## config.mk

```make
export PLATFORM = sky130hd
export DESIGN_NAME = fetch_sequencer
export DESIGN_NICKNAME = d
export VERILOG_FILES = /design/src/rtl/fetch_sequencer.sv
export SDC_FILE = /design/constraint.sdc
export NUM_CORES = 1
export LEC_CHECK = 0
export ABC_AREA = 0
export CAP_MARGIN = 20
export CELL_PAD_IN_SITES_DETAIL_PLACEMENT = 1
export CELL_PAD_IN_SITES_GLOBAL_PLACEMENT = 2
export CORE_ASPECT_RATIO = 2
export CORE_MARGIN = 4
export CORE_UTILIZATION = 21
export CTS_CLUSTER_DIAMETER = 60
export DETAILED_ROUTE_END_ITERATION = 6
export HOLD_SLACK_MARGIN = 0.08
export PLACE_DENSITY = 0.83
export SETUP_SLACK_MARGIN = 0.05
export SLEW_MARGIN = 20
export SYNTH_ARGS = -nofsm -noshare
export SYNTH_HDL_FRONTEND = slang
export SYNTH_SLANG_ARGS = --single-unit
```

## constraint.sdc

```tcl
create_clock -name clk -period 4.6 [get_ports clk]
set_clock_uncertainty 0.15 [all_clocks]
set_input_delay 0.92 -clock clk [delete_from_list [all_inputs] [get_ports clk]]
set_output_delay 0.92 -clock clk [all_outputs]
set_load 0.05 [all_outputs]
```

## src/rtl/fetch_sequencer.sv

```systemverilog
// fetch_sequencer: fetch-stage control for the 5-stage pipeline.
// Drives PC load/enable and keeps at most one instruction-memory request in
// flight. It holds a one-entry instruction buffer in front of decode, applies
// EX redirects and throws away responses that a redirect has made stale.
// Optional feature macro: FETCH_MISALIGN_CHECK_EN.
//   Defined:   a redirect to a non-word-aligned target raises a sticky
//              fetch_fault. Any outstanding response is drained and fetch then
//              halts until reset.
//   Undefined: redirect targets are forced to word alignment, fetch_fault is 0
//              and the halt state is never entered.
module fetch_sequencer #(
  parameter int addr_width  = 32,
  parameter int instr_width = 32
) (
  input  logic                   clk,
  input  logic                   reset,
  input  logic [addr_width-1:0]  pc_state,
  output logic                   pc_load,
  output logic [addr_width-1:0]  pc_load_val,
  output logic                   pc_enable,
  output logic                   imem_req_valid,
  output logic [addr_width-1:0]  imem_req_addr,
  input  logic                   imem_req_ready,
  input  logic                   imem_rsp_valid,
  input  logic [instr_width-1:0] imem_rsp_data,
  input  logic                   redirect_valid,
  input  logic [addr_width-1:0]  redirect_pc,
  output logic                   if_valid,
  output logic [instr_width-1:0] if_instr,
  output logic [addr_width-1:0]  if_pc,
  input  logic                   if_ready,
  output logic                   fetch_fault
);

  typedef enum logic [2:0] {
    S_IDLE  = 3'd0,
    S_REQ   = 3'd1,
    S_WAIT  = 3'd2,
    S_DRAIN = 3'd3,
    S_HALT  = 3'd4
  } state_t;

  localparam logic [addr_width-1:0] WORD_MASK = ~addr_width'(3);

  state_t                 state_q, state_d;
  logic                   buf_vld_q, buf_vld_d;
  logic [instr_width-1:0] buf_instr_q, buf_instr_d;
  logic [addr_width-1:0]  buf_pc_q, buf_pc_d;
  logic [addr_width-1:0]  tag_q, tag_d;
  logic                   fault_q, fault_d;

  logic redir_act;   // redirect seen in a state that honours it
  logic redir_bad;   // honoured redirect with a misaligned target
  logic redir_ok;    // honoured redirect that reloads the PC
  logic consume;     // decode takes the buffered entry this cycle
  logic req_fire;    // request handshake completes this cycle

  // Clear the byte-offset bits of an address.
  function automatic logic [addr_width-1:0] word_align(input logic [addr_width-1:0] a);
    return a & WORD_MASK;
  endfunction

`ifdef FETCH_MISALIGN_CHECK_EN
  // True when an address is not on a 4-byte boundary.
  function automatic logic is_misaligned(input logic [addr_width-1:0] a);
    return (a & ~WORD_MASK) != '0;
  endfunction
`endif

  // Classify the redirect input against the current state.
  always_comb begin
    redir_act = redirect_valid && (state_q != S_IDLE) && (state_q != S_HALT);
`ifdef FETCH_MISALIGN_CHECK_EN
    redir_bad = redir_act && is_misaligned(redirect_pc);
`else
    redir_bad = 1'b0;
`endif
    redir_ok  = redir_act && !redir_bad;
  end

  // Handshake and interface outputs; a request goes out only when the buffer
  // is guaranteed free by the time its response can arrive.
  always_comb begin
    consume        = buf_vld_q && if_ready;
    imem_req_addr  = pc_state;
    imem_req_valid = (state_q == S_REQ) && (!buf_vld_q || consume);
    req_fire       = imem_req_valid && imem_req_ready;
    pc_enable      = req_fire && !redir_act;
    pc_load        = redir_ok;
    pc_load_val    = redir_ok ? word_align(redirect_pc) : '0;
    if_valid       = buf_vld_q;
    if_instr       = buf_vld_q ? buf_instr_q : '0;
    if_pc          = buf_vld_q ? buf_pc_q : '0;
    fetch_fault    = fault_q;
  end

  // Next-state, buffer fill/flush and request tag capture.
  always_comb begin
    state_d     = state_q;
    tag_d       = tag_q;
    fault_d     = fault_q || redir_bad;
    buf_vld_d   = buf_vld_q && !consume;
    buf_instr_d = buf_instr_q;
    buf_pc_d    = buf_pc_q;

    unique case (state_q)
      S_IDLE: begin
        state_d = S_REQ;
      end
      S_REQ: begin
        if (req_fire) begin
          // A request accepted together with a redirect fetches the wrong
          // address, so its response must be drained.
          tag_d   = pc_state;
          state_d = redir_act ? S_DRAIN : S_WAIT;
        end else if (redir_bad) begin
          state_d = S_HALT;
        end
      end
      S_WAIT: begin
        if (imem_rsp_valid) begin
          if (!redir_act) begin
            buf_vld_d   = 1'b1;
            buf_instr_d = imem_rsp_data;
            buf_pc_d    = tag_q;
            state_d     = S_REQ;
          end else begin
            state_d = redir_bad ? S_HALT : S_REQ;
          end
        end else if (redir_act) begin
          state_d = S_DRAIN;
        end
      end
      S_DRAIN: begin
        if (imem_rsp_valid) begin
          state_d = (fault_q || redir_bad) ? S_HALT : S_REQ;
        end
      end
      S_HALT: begin
        state_d = S_HALT;
      end
      default: begin
        state_d = S_IDLE;
      end
    endcase

    // Any honoured redirect empties the buffer, whether or not decode is ready.
    if (redir_act) begin
      buf_vld_d = 1'b0;
    end
  end

  // Control state: FSM, buffer occupancy and the sticky fault flag.
  always_ff @(posedge clk) begin
    if (reset) begin
      state_q   <= S_IDLE;
      buf_vld_q <= 1'b0;
      fault_q   <= 1'b0;
    end else begin
      state_q   <= state_d;
      buf_vld_q <= buf_vld_d;
      fault_q   <= fault_d;
    end
  end

  // Buffer payload and request tag; these are only observed while valid.
  always_ff @(posedge clk) begin
    buf_instr_q <= buf_instr_d;
    buf_pc_q    <= buf_pc_d;
    tag_q       <= tag_d;
  end

endmodule

```

==> metrics.md, run 1 <==
| Metric | Value |
|---|---|
| PwrDens | `approximately 320 nW/um^2` |
| CTS root buf | `clkbuf_16` |
| Yosys warns | `0` |
| Total gr overflow | `0` |
| Count of final setup violators | `0` |
| Port Buffers | `roughly 230` |
| Worst Path Max Fanout | `33` |
| Placed Area | `about 6400 sq um` |
| Placed Instances | `705` |
| Worst hold start | `tag_q[28]` |
| Mapped Avg Cell Area | `16.0 sq um` |
| Type of the most critical hold path | `reg -> reg` |
| Fin nets | `559` |
| GP Congestion | `0.689` |
| Routed Antenna Nets | `0` |
| First-pass GRT wire length | `17,000 um` |
| Register area share after synthesis | `72.2%` |
| Overall Global Routing Usage | `10.3%` |
| Seq cells post-synth | `100` |
| Initial detailed-routing violation count | `71` |
| Status | `finished clean` |
| Max cap viols | `0` |
| Cts repair resizes | `0` |
| Initial core utilization | `21.3%` |
| Drc violations | `0` |
| Cell Count, Final, Fillers Out | `721` |
| Worst-Skew Late Latency | `~0.34 ns` |
| Reg2reg start | `state_q[2]` |
| Num ports | `235` |
| Antenna cells | `0` |
| Netlist cell types | `23` |
| CP delay by family, top | `buffers and inverters` |
| CP Cell Sequence | `clkdlybuf4s50_1 -> o21a_4 -> and2_4 -> clkdlybuf4s50_1` |
| Post-CTS Setup Inserts | `0` |
| Peak supply drop | `0.223 mV` |
| Total negative setup slack | `0 ns` |
| Bufs on Longest Clock Path | `2` |
| Setup Crit Path Kind | `in -> out` |
| Required time worst endpoint | `3.53 ns` |
| Worst-margin pin slew | `0.903 ns` |
| Setup crit end kind | `output pin` |
| Arrival @ worst endpoint | `2.98 ns` |
| Critical Path Source | `redirect_valid` |
| Die area | `22,000 sq um` |
| Total wire length | `~11,000 um` |
| Area Overhead vs Synth | `64.2%` |
| Rows | `72` |
| DP Worst Slack | `0.521 ns` |
| Share of layout cells above drive strength 1 | `between 10% and 20%` |
| Final Cycle Share | `between 80% and 90%` |
| CORE AREA | `19,300 sq um` |
| Synth Cell Area | `4100 sq um` |
| Setup WS post-layout | `0.549 ns` |
| Leak | `2.29 nW` |
| Post-DP HPWL | `9020 um` |
| TritonCTS clock tree | `built` |
| Fmax | `247 MHz` |
| RSZ-0062 raised after global routing | `false` |
| Fin. Hold Viols | `0` |
| Worst path bufs/invs | `2` |
| Total power | `2.13 mW` |
| Pin count of the biggest net entering global routing | `65` |
| Total CTS buffers | `9` |
| Via count | `between 2,000 and 3,000` |
| Min cycle time layout | `4.05 ns` |
| Vias in the first global route | `2,996` |
| EDFF count, synth | `96` |
| Hold_ws | `around 0.27 ns` |
| Slowest CP cell | `clkdlybuf4s50_1` |
| Final instance area | `6740 sq um` |
| Slowest stage delay, CP | `0.84 ns` |
| Final Core Density | `34.9%` |
| H-tree levels | `3` |
| Synth Flop Type | `edfxtp_1` |
| WL/cell | `15.6 um` |
| Most frequent CP cell | `clkdlybuf4s50_1` |
| Initial antenna violation count | `0` |
| # hold bufs at CTS | `0` |
| CP startpoint kind | `primary input` |
| Fillers | `2,078` |
| Via-to-Cell Ratio | `around 3.7` |
| Clk slew on worst S/H paths | `0.07 ns` |
| Normalized max-slew margin | `39.6%` |
| Die width | `around 110 um` |
| Max Slew Vio Count | `0` |
| Die extent in y | `just over 200 um` |
| DRT Pass-1 Iters | `4` |
| Post-synth ARST share | `0%` |
| Syn Inst Count | `257` |
| Num Clock Sinks | `100` |
cells in the mapped netlist (2+ instances only):
cell       n  area [sq um]
nand4b_1   2          17.5
nand2b_1   2          12.5
buf_4     35           263
edfxtp_1  96          2880
dfxtp_1    4          80.1
buf_6      2          22.5
clkbuf_1   6          22.5
and2_2     3          22.5
nor2_1     4          15.0
and2_4    26           228
and2_1    65           407
path summary, 6_finish.rpt:
| path | end | slack (ns) | depth (start not counted) |
|---|---|---|---|
| worst max-delay path | pc_load_val[15] | 0.55 | 4 |
| worst min-delay path | buf_pc_q[28] | 0.27 | 0 |
| worst max register to register | buf_pc_q[1] | 2.26 | 4 |
| worst min register to register | buf_pc_q[28] | 0.27 | 0 |
final cells by class:
class / count / area (sq um) / share of cell area, %
clock inverters: 6 / 65.1 / 0.966
flip-flops and latches: 100 / 2960 / 44.0
well taps: 259 / 324 / 4.81
multi-input cells: 114 / 831 / 12.3
repair buffers: 232 / 2310 / 34.4
clock buffers: 10 / 239 / 3.55
routing by layer:
metal | track usage, % | part of all wire, % | vias to the layer above | wire (um)
met4 | 4.80 | 1.9 | 0 | 214
met3 | 3.27 | 8.4 | 9 | 948
met2 | 18.5 | 53 | 165 | 5990
met1 | 10.9 | 36 | 1243 | 4110
li1 | - | - | 1248 | -
met5 | 0 | 0 | - | 0
flip-flops by register name (all words and copies together), names as in the netlist:
signal,flops
if_valid,1
state_q,3
tag_q,32
buf_pc_q,32
buf_instr_q,32
cell usage in the layout, fill, tap and decap left out:
cell / count
o311a_2: 1
and2_2: 3
inv_8: 2
nor2_4: 2
nor2_1: 2
and4bb_2: 1
conb_1: 3
dfxtp_1: 3
nand4b_1: 2
and2_1: 65
buf_4: 3
dfxtp_2: 1
clkbuf_8: 1
edfxtp_1: 96
clkdlybuf4s50_1: 229
nand2b_1: 2
and2_4: 26
nor3_4: 1
a21boi_1: 1
nand3_1: 1
o21a_4: 1
nor4b_1: 1
clkbuf_16: 9
inv_6: 1
clkinv_8: 1
clkinv_4: 2
a211oi_4: 1
nor2b_1: 1
report_power, final:
group          total (mW)  switching [mW]  internal, mW
clock network       0.764           0.365         0.399
logic               0.341           0.189         0.151
registers            1.03         0.00678          1.02
total                2.13           0.561          1.57
worst register-to-register path: cells and delay by family, from the launching register on:
family	cells	cell delay [ns]
buffers and inverters	1	0.39
flip-flops	1	0.40
AND/OR/NAND/NOR	3	1.09
kinds of logic after synthesis:
family          after synthesis  synth area share [%]
buf+inv                      45                  8.11
flops                       100                  72.2
simple gates                107                  18.3
other cells                   1                0.0914
compound gates                4                  1.31
(Power assumes the default switching activity.)
==> run 2: changes to the inputs <==
Settings changed: ABC_CLOCK_PERIOD_IN_PS set to 4600.
==> results of run 2 <==
Same layout as run 1: the final DEF is identical, and so are final timing and power.
